## config.mk

```make
export PLATFORM = sky130hd
export DESIGN_NAME = parc_core_rob_fill_arbiter
export DESIGN_NICKNAME = d
export VERILOG_FILES = /design/src/rtl/parc_core_rob_fill_arbiter_pkg.sv /design/src/rtl/parc_core_rob_fill_arbiter_rr_arbiter.sv /design/src/rtl/parc_core_rob_fill_arbiter.sv
export SDC_FILE = /design/constraint.sdc
export NUM_CORES = 1
export LEC_CHECK = 0
export ABC_AREA = 0
export CORE_UTILIZATION = 45
export CTS_CLUSTER_SIZE = 14
export DETAILED_ROUTE_END_ITERATION = 12
export PLACE_DENSITY = 0.74
export SETUP_SLACK_MARGIN = 0.15
export SYNTH_ARGS = -nofsm -noshare
export SYNTH_HDL_FRONTEND = slang
export SYNTH_SLANG_ARGS = --single-unit
```

## constraint.sdc

```tcl
create_clock -name clk -period 6.5 [get_ports clk]
set_input_delay 1.3 -clock clk [delete_from_list [all_inputs] [get_ports clk]]
set_output_delay 1.3 -clock clk [all_outputs]
set_load 0.02 [all_outputs]
```

## src/rtl/parc_core_rob_fill_arbiter_pkg.sv

```systemverilog
// Shared ROB fill-path constants and the holding-buffer payload type.
package parc_CoreRobPkg;

  localparam int unsigned NUM_REQ = 3;
  localparam int unsigned SLOT_W  = 4;
  localparam int unsigned PREG_W  = 5;
  localparam int unsigned DATA_W  = 32;
  localparam int unsigned GID_W   = 2;
  localparam int unsigned CNT_W   = 16;

  // Functional-unit request indices
  localparam int unsigned FU_ALU    = 0;
  localparam int unsigned FU_MULDIV = 1;
  localparam int unsigned FU_MEM    = 2;

  // One completed result waiting for the fill port
  typedef struct packed {
    logic [SLOT_W-1:0] slot;
    logic [PREG_W-1:0] preg;
    logic [DATA_W-1:0] data;
  } fill_entry_t;

endpackage

```

## src/rtl/parc_core_rob_fill_arbiter_rr_arbiter.sv

```systemverilog
// Combinational round-robin picker: first live requester at or after rr_ptr.
module parc_core_rr_arbiter #(
  parameter int unsigned NUM_REQ = 3,
  parameter int unsigned IDX_W   = 2
) (
  input  logic [NUM_REQ-1:0] live,
  input  logic [IDX_W-1:0]   rr_ptr,
  output logic [NUM_REQ-1:0] grant,
  output logic [IDX_W-1:0]   winner
);

  logic [IDX_W-1:0] idx;
  logic             found;

  // Scan NUM_REQ positions starting at rr_ptr, wrapping explicitly at NUM_REQ-1
  always_comb begin
    grant  = '0;
    winner = '0;
    found  = 1'b0;
    idx    = rr_ptr;
    for (int unsigned k = 0; k < NUM_REQ; k++) begin
      if (!found && live[idx]) begin
        found      = 1'b1;
        grant[idx] = 1'b1;
        winner     = idx;
      end
      idx = (idx == IDX_W'(NUM_REQ - 1)) ? '0 : idx + IDX_W'(1);
    end
  end

endmodule

```

## src/rtl/parc_core_rob_fill_arbiter.sv

```systemverilog
// Shares the single ROB fill port among the functional units with one-entry
// holding buffers, squash filtering and round-robin grant.
module parc_core_rob_fill_arbiter
  import parc_CoreRobPkg::*;
(
  input  logic                      clk,
  input  logic                      reset,
  input  logic [NUM_REQ-1:0]        req_val,
  output logic [NUM_REQ-1:0]        req_rdy,
  input  logic [NUM_REQ*SLOT_W-1:0] req_slot,
  input  logic [NUM_REQ*PREG_W-1:0] req_preg,
  input  logic [NUM_REQ*DATA_W-1:0] req_data,
  input  logic                      squash_val,
  input  logic [SLOT_W-1:0]         squash_slot,
  output logic                      rob_fill_val,
  output logic [SLOT_W-1:0]         rob_fill_slot,
  output logic                      wb_val,
  output logic [PREG_W-1:0]         wb_preg,
  output logic [DATA_W-1:0]         wb_data,
  output logic [GID_W-1:0]          grant_id,
  output logic [CNT_W-1:0]          conflict_cnt
);

  localparam int unsigned IDX_W = $clog2(NUM_REQ);

  fill_entry_t        buf_q [NUM_REQ];
  logic [NUM_REQ-1:0] full_q;
  logic [IDX_W-1:0]   rr_ptr_q;
  logic [CNT_W-1:0]   conflict_q;

  fill_entry_t        in_ent [NUM_REQ];
  logic [NUM_REQ-1:0] in_kill;
  logic [NUM_REQ-1:0] live;
  logic [NUM_REQ-1:0] grant;
  logic [NUM_REQ-1:0] accept;
  logic [IDX_W-1:0]   winner;
  logic               any_live;
  logic               multi_live;
  fill_entry_t        win_ent;

  // Unpack incoming results and apply the squash filter to buffers and inputs
  always_comb begin
    for (int unsigned i = 0; i < NUM_REQ; i++) begin
      in_ent[i].slot = req_slot[i*SLOT_W +: SLOT_W];
      in_ent[i].preg = req_preg[i*PREG_W +: PREG_W];
      in_ent[i].data = req_data[i*DATA_W +: DATA_W];
      in_kill[i]     = squash_val && (in_ent[i].slot == squash_slot);
      live[i]        = full_q[i] && !(squash_val && (buf_q[i].slot == squash_slot));
    end
  end

  parc_core_rr_arbiter #(
    .NUM_REQ (NUM_REQ),
    .IDX_W   (IDX_W)
  ) u_rr_arbiter (
    .live   (live),
    .rr_ptr (rr_ptr_q),
    .grant  (grant),
    .winner (winner)
  );

  // Ready is independent of req_val; a granted buffer can be refilled same cycle
  always_comb begin
    req_rdy    = ~full_q | grant;
    accept     = req_val & req_rdy;
    any_live   = |live;
    multi_live = ($countones(live) > 1);
    win_ent    = buf_q[winner];
  end

  // Fill port and writeback bus driven from the winner, zero when idle
  always_comb begin
    rob_fill_val  = any_live;
    wb_val        = any_live;
    rob_fill_slot = any_live ? win_ent.slot : '0;
    wb_preg       = any_live ? win_ent.preg : '0;
    wb_data       = any_live ? win_ent.data : '0;
    grant_id      = any_live ? GID_W'(winner) : '0;
    conflict_cnt  = conflict_q;
  end

  // Holding buffers: load on accept (dropped if squashed), clear on grant or squash
  always_ff @(posedge clk or posedge reset) begin
    if (reset) begin
      full_q <= '0;
      for (int unsigned i = 0; i < NUM_REQ; i++) begin
        buf_q[i] <= '0;
      end
    end else begin
      for (int unsigned i = 0; i < NUM_REQ; i++) begin
        if (accept[i]) begin
          full_q[i] <= !in_kill[i];
          buf_q[i]  <= in_ent[i];
        end else if (grant[i] || (full_q[i] && !live[i])) begin
          full_q[i] <= 1'b0;
        end
      end
    end
  end

  // Round-robin pointer advances past the winner, holds when idle
  always_ff @(posedge clk or posedge reset) begin
    if (reset) begin
      rr_ptr_q <= '0;
    end else if (any_live) begin
      rr_ptr_q <= (winner == IDX_W'(NUM_REQ - 1)) ? '0 : winner + IDX_W'(1);
    end
  end

  // Saturating count of cycles where more than one buffer competes
  always_ff @(posedge clk or posedge reset) begin
    if (reset) begin
      conflict_q <= '0;
    end else if (multi_live && (conflict_q != '1)) begin
      conflict_q <= conflict_q + CNT_W'(1);
    end
  end

endmodule

```

==> results of run 1 <==
## cell families (layout without fill, tap and decap cells)
group                    Yosys count  count (layout)  synth area share, %
flip-flops                       144             144                 52.4
multiplexers                     125             125                 21.0
AO/OA/AOI/OAI                    106             106                 13.3
AND/OR/NAND/NOR                   56              56                 4.61
buffers and inverters             40             246                 3.28
XOR/XNOR                          39              39                 4.97
adder cells (fa/ha/maj)            2               2                0.364
## state kept, by name, summed over array words and instances (netlist names)
register and cells:
buf_q 123, full_q 3, rr_ptr_q 2, conflict_cnt 16
## routing by layer
metal / up-vias / track usage (%) / share of wire (%)
met5: - / 0 / 0
met4: 0 / 8.61 / 1.3
met3: 19 / 7.66 / 8.0
met2: 190 / 38.2 / 47
met1: 2499 / 30.2 / 43
li1: 2270 / - / -
## cell usage after synthesis (all sizes together), types with 4 or more instances
cell | number | share of area, %
a221o | 4 | 0.58
nand3 | 7 | 0.51
nor4b | 5 | 0.64
nor4 | 6 | 0.55
mux2 | 124 | 21
buf | 27 | 2.6
xor2 | 20 | 2.5
a22o | 37 | 4.7
nor2 | 7 | 0.38
nand2 | 17 | 0.96
inv | 10 | 0.55
nor3 | 4 | 0.60
o21ai | 4 | 0.35
dfrtp | 144 | 52
a21o | 39 | 4.3
xnor2 | 19 | 2.4
o41ai | 4 | 0.78
## power by group
part / total, W / internal [W] / switching [W]
Combinational: 0.00328 / 0.00172 / 0.00156
Sequential: 0.00163 / 0.00134 / 0.000298
Clock: 0.00104 / 0.000672 / 0.000370
Total: 0.00595 / 0.00372 / 0.00223
## critical path, cell delays in order
cell and delay [ns]:
clkdlybuf4s50_1 0.67, xnor2_1 0.18, nand3_1 0.22, o21ai_2 0.35
inv_1 0.15, nor3_2 0.55, nor4b_1 0.13, a221o_1 0.31
clkdlybuf4s50_1 0.56
## how the worst max path moves through the flow
stage / end / slack [ns] / from
2_1_floorplan: buf_q[0] / 1.33 / reset
3_3_place_gp: wb_data[15] / 0.78 / squash_slot[0]
3_5_place_dp: wb_data[2] / 0.80 / squash_slot[0]
4_1_cts: wb_data[2] / 0.76 / squash_slot[0]
5_1_grt: wb_data[15] / 0.53 / squash_slot[2]
6_report: rob_fill_slot[1] / 0.77 / squash_slot[3]
## per-stage QoR
step	util, %	hold WS (ns)
5_1_grt	65.5	0.507
3_3_place_gp	61.2	0.477
2_1_floorplan	-	0.465
6_report	65.5	0.489
4_1_cts	65.5	0.495
3_5_place_dp	61.2	0.482
## area by class of cell
| class | instances | area [sq um] |
|---|---|---|
| Clock inverter | 9 | 155 |
| Clock buffer | 22 | 474 |
| Fill cell | 1073 | 5070 |
| Tap cell | 184 | 230 |
| Timing Repair Buffer | 205 | 2070 |
| Inverter | 10 | 42.5 |
| Sequential cell | 144 | 3600 |
| Multi-Input combinational cell | 328 | 3060 |
==> reports/results.tsv, run 1 <==
metric	value	unit
status	finished with violations	
violations	DRC	
ir_worst_vdd	0.384	mV
drive_gt1_share	23.4	%
timing.rr.start	buf_q[40]	
ctsHoldBuffers	0	
post_cts_buffers	0	
core	14700	sq um
first_pass_iters	9	
syn-num-nets	647	
final_nets	841	
power	0.00595	W
gr-total-overflow	0	
antenna_found_initial	0	
drc_errors	9	
cp-end-kind	primary output	
rows	44	
min_to	buf_q[114]	
portBuffers	196	
dieWidth	126	microns
root_buffer	clkbuf_16	
relSlewSlack	22.4	%
wirelength	17600	microns
vias	4978	
fin_tns_setup	0	ns
cts_sinks	144	
vias_per_cell	5.52	
grt_pass1_vias	5502	
max_cap_violations	0	
antenna_cells	0	
setup_slack	0.768	ns
pre_cts_slack	0.801	ns
dp_hpwl	12400	microns
setup_violations	0	
period_minus_slack	5.73	ns
area_growth	40.1	%
layout_commonest_cell	clkdlybuf4s50_1	
fp.dieArea	15800	sq um
ys_seq_area_share	52.4	%
synth_ff_type	dfrtp_1	
worstHoldStart	buf_q[114]	
path_clk_slew	0.06	ns
cts_tree	done	
synth.distinct_cells	48	
dpl_cell_area	9000	sq um
final_antenna_net_count	0	
rr_worst_depth	9	
worstPathArrival	4.43	ns
syn_inst	512	
slew_viol_final	0	
io_pins	197	
worstMarginPinSlew	1.16	ns
rsz0062_at_grt	false	
start_kind	primary input	
avgSynthCellArea	13.4	sq um
ys_seq_elements	144	
clockBufferDepth	2	
fin_cells	902	
power.density	618	nW/um^2
grt_pass1_wl	28700	microns
wl_per_cell	19.5	microns
netlist_area	6870	sq um
critPathMaxFanout	7	
clk_latency	0.42	ns
finalCritPeriodShare	88.2	%
r2r-end	conflict_cnt[5]	
crit_type	primary input to primary output	
synth_async_sr_flop_share	100	%
reg2reg_slack	3.44	ns
min_path_type	flip-flop to flip-flop	
drtIter0Drc	267	
start_util	46.8	%
cts_resized	0	
synth_edf_count	0	
grt_use_total	23.8	%
finalClockSkew	0.00950	ns
worstPathRequired	5.20	ns
dp.cells	871	
gp_congestion	0.850	
grt_max_degree	85	
final_cell_area	9630	sq um
hold_viol	0	
leakage	4.21	nW
die_height	126	microns
yosysWarnings	0	
h-tree-depth	4	
hold_depth	1	
fmax	174	MHz
tritoncts.num_buffers	17	
final_cell_mix	196 x clkdlybuf4s50_1, 144 x dfrtp_1, 105 x mux2_2	
(Power assumes the default switching activity.)
==> run 2, diff against run 1 <==
Settings changed: CTS_CLUSTER_SIZE 14 to 16.
==> results of run 2 <==
The final DEF is identical to that of run 1; final timing and power are the same.
